### src/rtl/prog_counter_pkg.sv
// Shared types for the programmable up/down counter.
package prog_counter_pkg;

    typedef enum logic {
        CM_WRAP = 1'b0,
        CM_SAT  = 1'b1
    } cnt_mode_e;

endpackage

### src/rtl/prog_prescaler.sv
// Tick generator: one tick every (prescale+1) enabled cycles; tick is combinational from ps_cnt.
// clr restarts the phase; ps_cnt holds while enable is low.
module prog_prescaler #(
    parameter int PS_W = 8
) (
    input  logic            clk,
    input  logic            rst_n,
    input  logic            clr,
    input  logic            enable,
    input  logic [PS_W-1:0] prescale,
    output logic            tick
);

    logic [PS_W-1:0] ps_cnt;

    assign tick = enable && (ps_cnt == prescale);

    // A prescale lowered below ps_cnt simply lets ps_cnt run round to the next match.
    always_ff @(posedge clk or negedge rst_n) begin
        if (!rst_n) begin
            ps_cnt <= '0;
        end else if (clr) begin
            ps_cnt <= '0;
        end else if (enable) begin
            if (ps_cnt == prescale) begin
                ps_cnt <= '0;
            end else begin
                ps_cnt <= ps_cnt + 1'b1;
            end
        end
    end

endmodule

### src/rtl/prog_counter.sv
// Up/down modulo counter with prescaler, sync clear/load and wrap/saturate on the terminal value.
// count/overflow/underflow update on the ticking edge (1 cycle); tc is combinational; no backpressure.
module prog_counter
    import prog_counter_pkg::*;
#(
    parameter int WIDTH   = 8,
    parameter int MAX_VAL = 2**WIDTH-1,
    parameter int PS_W    = 8
) (
    input  logic             clk,
    input  logic             rst_n,
    input  logic             clear,
    input  logic             enable,
    input  logic             up_dn,
    input  cnt_mode_e        mode,
    input  logic             load,
    input  logic [WIDTH-1:0] load_val,
    input  logic [PS_W-1:0]  prescale,
    output logic [WIDTH-1:0] count,
    output logic             tc,
    output logic             overflow,
    output logic             underflow
);

    localparam logic [WIDTH-1:0] MAX_C = WIDTH'(MAX_VAL);

    logic             tick;
    logic [WIDTH-1:0] load_clamped;
    logic [WIDTH-1:0] count_nxt;
    logic             overflow_nxt;
    logic             underflow_nxt;

    prog_prescaler #(
        .PS_W (PS_W)
    ) u_prescaler (
        .clk      (clk),
        .rst_n    (rst_n),
        .clr      (clear | load),
        .enable   (enable),
        .prescale (prescale),
        .tick     (tick)
    );

    assign load_clamped = (load_val > MAX_C) ? MAX_C : load_val;
    assign tc           = up_dn ? (count == MAX_C) : (count == '0);

    always_comb begin
        count_nxt     = count;
        overflow_nxt  = 1'b0;
        underflow_nxt = 1'b0;
        if (clear) begin
            count_nxt = '0;
        end else if (load) begin
            count_nxt = load_clamped;
        end else if (tick) begin
            if (up_dn) begin
                if (count == MAX_C) begin
                    overflow_nxt = 1'b1;
                    if (mode == CM_WRAP) count_nxt = '0;
                end else begin
                    count_nxt = count + 1'b1;
                end
            end else begin
                if (count == '0) begin
                    underflow_nxt = 1'b1;
                    if (mode == CM_WRAP) count_nxt = MAX_C;
                end else begin
                    count_nxt = count - 1'b1;
                end
            end
        end
    end

    always_ff @(posedge clk or negedge rst_n) begin
        if (!rst_n) begin
            count     <= '0;
            overflow  <= 1'b0;
            underflow <= 1'b0;
        end else begin
            count     <= count_nxt;
            overflow  <= overflow_nxt;
            underflow <= underflow_nxt;
        end
    end

endmodule

### config.mk
export PLATFORM = sky130hd
export DESIGN_NAME = prog_counter
export DESIGN_NICKNAME = d
export VERILOG_FILES = /design/src/rtl/prog_counter_pkg.sv /design/src/rtl/prog_prescaler.sv /design/src/rtl/prog_counter.sv
export SDC_FILE = /design/constraint.sdc
export NUM_CORES = 1
export LEC_CHECK = 0
export ABC_AREA = 1
export CORE_MARGIN = 5
export CORE_UTILIZATION = 30
export CTS_BUF_LIST = sky130_fd_sc_hd__clkbuf_4 sky130_fd_sc_hd__clkbuf_8 sky130_fd_sc_hd__clkbuf_16
export DETAILED_ROUTE_END_ITERATION = 8
export HOLD_SLACK_MARGIN = 0.05
export PLACE_DENSITY = 0.53
export SYNTH_ARGS = -nofsm -noshare
export SYNTH_HDL_FRONTEND = slang
export SYNTH_SLANG_ARGS = --single-unit
### constraint.sdc
create_clock -name clk -period 1.8 [get_ports clk]
set_input_delay 0.36 -clock clk [delete_from_list [all_inputs] [get_ports clk]]
set_output_delay 0.36 -clock clk [all_outputs]
set_load 0.1 [all_outputs]
# Word level (Yosys, flattened, before mapping)
# Index checks and enable logic that the tools add are counted.
# totals
reg_bits,18
latch_bits,0
mem_bits_rw,0
mem_bits_ro,0
inputBits,23
n_memories,0
# op_classes
n_addsub,3
mul,0
div,0
n_lt_le_gt_ge,1
eq_ne,4
shifts,0
muxes,23
bitwise,1
n_reduce_logical,5
# ops
operator,n
8-bit 2-to-1 mux,12
"8-bit by 1-bit adder with 8-bit output, second input constant",2
1-bit 2-to-1 mux,11
"5-bit inequality test, second input constant",2
8-bit equality test,1
"8-bit equality test, second input constant",1
"8-bit > comparator, second input constant",1
8-bit zero test,1
"8-bit by 1-bit subtractor with 8-bit output, second input constant",1
3-bit AND reduction,1
3-bit nonzero test,1
2-bit nonzero test,1
1-bit logical AND,1
1-bit bitwise OR,1

# Depth between registers and ports, before layout
# logic_depth
word_depth,6
depth_mapped,11

# By module
# A second synthesis with hierarchy kept.
# unflattened
cells_unflattened,264
area_unflattened_um2,1610.3
# by_module_without_submodules
module,instances,cells_each,area_each_um2,seq_area_each_um2
prog_counter,1,174,1007.2,250.2
prog_prescaler,1,90,603.1,200.2

# Least setup slack after synthesis
# OpenSTA, ideal clock, no wires.
# synth_timing
path_kind,register -> register
start,register count[0]
end,register count[1]
arrival_time_ps,2353
slack_ps,-675
path_stages_with_launch,12
n_path_buf,1
path_cell_list,dfrtp_1 inv_1 ha_1 nand3_1 nor2_4 nand2_2 nand2_4 nand3_4 nand2_4 buf_12 nand2_2 o21ai_2
# synth_between
elab_chain_cells,6
elab_cells_between_ends,13
cone_classes,add/sub: 2; eq/ne: 3; mux: 6; reduce/logical: 2
# synth_lines
element,line_no,source
start: declaration,prog_counter.sv:19,"output logic [WIDTH-1:0] count,"
start signal: assignment,prog_counter.sv:80,count <= count_nxt;
"8-bit by 1-bit subtractor with 8-bit output, or another cell as far along",prog_counter.sv:68,count_nxt = count - 1'b1;
"8-bit 2-to-1 mux, on equally long branches","prog_counter.sv:64, prog_counter.sv:57",
8-bit 2-to-1 mux,prog_counter.sv:56,if (up_dn) begin
8-bit 2-to-1 mux,prog_counter.sv:55,end else if (tick) begin
8-bit 2-to-1 mux,prog_counter.sv:53,end else if (load) begin
8-bit 2-to-1 mux,prog_counter.sv:51,if (clear) begin
# Several ways; a longest one is shown, not always the timed one. The select of a mux whose other input is x is not followed.
# A chain may end at the register's enable or synchronous reset.

# Final worst setup path
# layout_timing
start,register count[1]
end,output port tc
# layout_between
elab_chain_cells,2
elab_cells_between_ends,3
cone_classes,eq/ne: 1; mux: 1; reduce/logical: 1
# layout_lines
element,line_no,source
8-bit equality test or 8-bit zero test (tied branches),prog_counter.sv:45,assign tc = up_dn ? (count == MAX_C) : (count == '0);
1-bit 2-to-1 mux *,prog_counter.sv:45,
end: declaration,prog_counter.sv:20,"output logic tc,"
# Mark *: on every way between the ends. The rest lies on a longest branch, timed or not.

==> run metrics <==
Setup crit end kind=output pin; drt pass-1 iters=4; Worst path slowest cell=dfrtp_4; vias=1,655; Syn Std Cell Area=1615 sq um; DRT iter0 DRCs=82; IR drop worst, VDD=0.3045 mV; worst hold-check path type=in2async; critical path cell sequence=inv_4, ha_4, nand3_4, nor2_4, nand2_4, nand2_8, buf_12; slowest stage delay, CP=approximately 0.52 ns; fillers=502; root buffer selected by CTS=clkbuf_8; CP Class=reg2out; final non-filler cell total=roughly 370; post-synthesis instance total=approximately 240; Worst Path Max Fanout=4; synth warn=0; total of max-cap violations=0; buffers added on ports=33; Nets=332; violated checks=negative setup slack; Final Hold Viols=0; final cell utilization of the core=48.19%; ANT cells=0; synthesized flop and latch total=18; worst-case reg-to-reg path depth=12; die width=between 80 and 90 um; Final Worst Setup Slack=-0.05164 ns; average wire per standard cell=11.79 um; P&R area growth vs syn=54.30%; Clock Latency Late Sink=between 0.2 and 0.3 ns; Worst setup SP type=register; Worst-Margin Slew=0.2931 ns; row cnt=26; Final period util=102.9%; CP required=1.44 ns; # IOs=34; clk_skew=0.005765 ns; largest net degree at the start of global routing=19; Post-DP HPWL=roughly 3.5 mm; P_leak=roughly 1.1 nW; Synth cell types=28; Die ar.=a little under 7000 sq um; htree depth=1; Slew Viols, Final=0; mean post-synth cell area=between 6 and 7 sq um; Core ar.=5172 sq um; clock period minus worst slack=1.852 ns; asr flop ratio synth=100.0%; ys flop type=dfrtp_1; CTS tree=built; Die Ht=83.38 um; CTS Sinks=18; CTS clk-pin slew, worst paths=roughly 0.070 ns; Syn Nets=roughly 270; status=finished with violations; count of final setup violators=1; Placed Cells=358; vias per inst=4.425; global-route wire length before repair=around 7.3 mm; total gr overflow=0; maximum buffer depth of the clock tree=2; post-synthesis sequential area ratio=27.89%; register cell area after layout=478.0 sq um; vias in the first global route=1,562; DR DRC count=0; initial antenna violation count=0; Worst EP arrival=between 1 and 1.5 ns; Detail Route Antenna Nets=0; GPL Wtd Cong=just under 0.8; area occupied by multi-input gates=around 1100 sq um; max_slew headroom=80.46%; share of cells above drive strength 1=a little over 30%; Power per Cell Area=roughly 620 nW/um^2; f_max=540.1 MHz; final wirelength=approximately 4.4 mm; gr usage total=between 10% and 20%; TritonCTS Buffers=3; Starting Density=31.23%; number of synthesized flops with an enable pin=0; unrepaired setup endpoints after global routing=true
[power breakdown]
group          internal [mW]  total (mW)  switching, mW  leakage, nW
sequential             0.438       0.493         0.0552        0.231
combinational          0.303       0.708          0.405        0.880
clock                  0.195       0.335          0.141       0.0288
[metal layers]
metal | vias to the layer above | track usage (%) | part of all wire, %
met4 | 0 | 3.566 | 1.4
met1 | 741 | 16.11 | 47
met3 | 6 | 2.673 | 3.7
met2 | 33 | 22.16 | 47
li1 | 875 | - | -
met5 | - | 0 | 0
[area by class of cell]
type,instances,area share (%)
Timing Repair Buffer,67,27.91
Clock buffer,4,2.209
Inverter,30,4.719
Sequential cell,18,19.18
Multi-Input combinational cell,185,42.47
Tap cell,70,3.514
[state kept, by name (all words and copies together), names as in the netlist]
| name | count |
|---|---|
| underflow | 1 |
| overflow | 1 |
| count | 8 |
| u_prescaler.ps_cnt | 8 |
[timing repair]
action / CTS / global route
endpoints found under the setup margin: 1 / 7
pin swaps: 3 / 2
resized for setup: 6 / 5
buffers inserted: 6 / 6
hold buffers: 0 / 0
[cell usage in the layout (no fill, tap or decap), types with 2 or more instances in the layout]
master	Yosys	final
nand2_1	76	76
buf_4	2	34
inv_1	27	25
clkdlybuf4s50_1	0	22
nor2_1	22	21
nand3_1	18	17
o21ai_0	11	11
buf_12	1	11
dfrtp_1	18	10
nand2_2	10	9
a21oi_1	9	9
dfrtp_4	0	7
nor2_4	3	6
xor2_1	6	6
xnor2_1	5	5
clkbuf_8	0	4
nand3_4	1	3
inv_2	3	3
o21ai_2	3	3
o21ai_1	3	3
inv_4	0	2
nand2_4	3	2
nor2_2	4	2
nand2_8	0	2
nor4_1	2	2
ha_4	0	2
[final timing paths]
check	from	endpoint	slack, ns
worst min-delay path	rst_n	u_prescaler.ps_cnt[6]	0.43
worst max-delay path	count[1]	tc	-0.05
max in group asynchronous	rst_n	count[2]	1.13
worst max register to register	count[0]	count[6]	0.11
min in group clk	count[6]	count[6]	0.58
worst min register to register	count[6]	count[6]	0.58
[synthesized netlist by cell type, types with 2 or more instances]
cell | instances | area, sq um
nand3_2 | 2 | 20.02
nand2_2 | 10 | 62.56
nand2_4 | 3 | 33.78
o21ai_0 | 11 | 55.05
o21ai_2 | 3 | 26.28
ha_1 | 4 | 50.05
buf_4 | 2 | 15.01
inv_1 | 27 | 101.4
nand2_1 | 76 | 285.3
nor4_1 | 2 | 12.51
nor2_1 | 22 | 82.58
xnor2_1 | 5 | 43.79
inv_2 | 3 | 11.26
dfrtp_1 | 18 | 450.4
nor2_2 | 4 | 25.02
a21oi_1 | 9 | 45.04
nand3_1 | 18 | 90.09
clkbuf_1 | 2 | 7.510
buf_6 | 3 | 33.78
nor2_4 | 3 | 33.78
o21ai_1 | 3 | 15.01
xor2_1 | 6 | 52.55
[critical path, delay by kind of cell, from the launching register on]
kind / cells / cell delay [ns]
fa+ha+maj: 1 / 0.13
buf+inv: 2 / 0.25
flops: 1 / 0.52
simple gates: 4 / 0.34
[through the flow]
stage	power [mW]	worst slack [ns]	setup TNS (ns)	area, sq um	hold WS, ns
floorplan	0.9139	-0.08412	-0.4742	1684	0.06441
global placement	1.159	-0.03296	-0.1381	2288	0.5665
detailed placement	1.160	-0.07057	-0.3959	2288	0.5637
CTS	1.534	-0.08175	-0.08175	2424	0.4425
global route	1.629	-0.1259	-0.1259	2492	0.4641
finish	1.537	-0.05164	-0.05164	2492	0.4318
[kinds of logic (layout without fill, tap and decap cells)]
group / after synthesis / after routing / share of synthesized area, %
AND/OR/NAND/NOR: 143 / 143 / 41.83
adder cells (fa/ha/maj): 4 / 4 / 3.098
buffers and inverters: 39 / 101 / 12.01
XOR/XNOR: 11 / 11 / 5.964
AO/OA/AOI/OAI: 27 / 27 / 9.217
flip-flops: 18 / 18 / 27.89
Power figures use the tool's default switching activity.
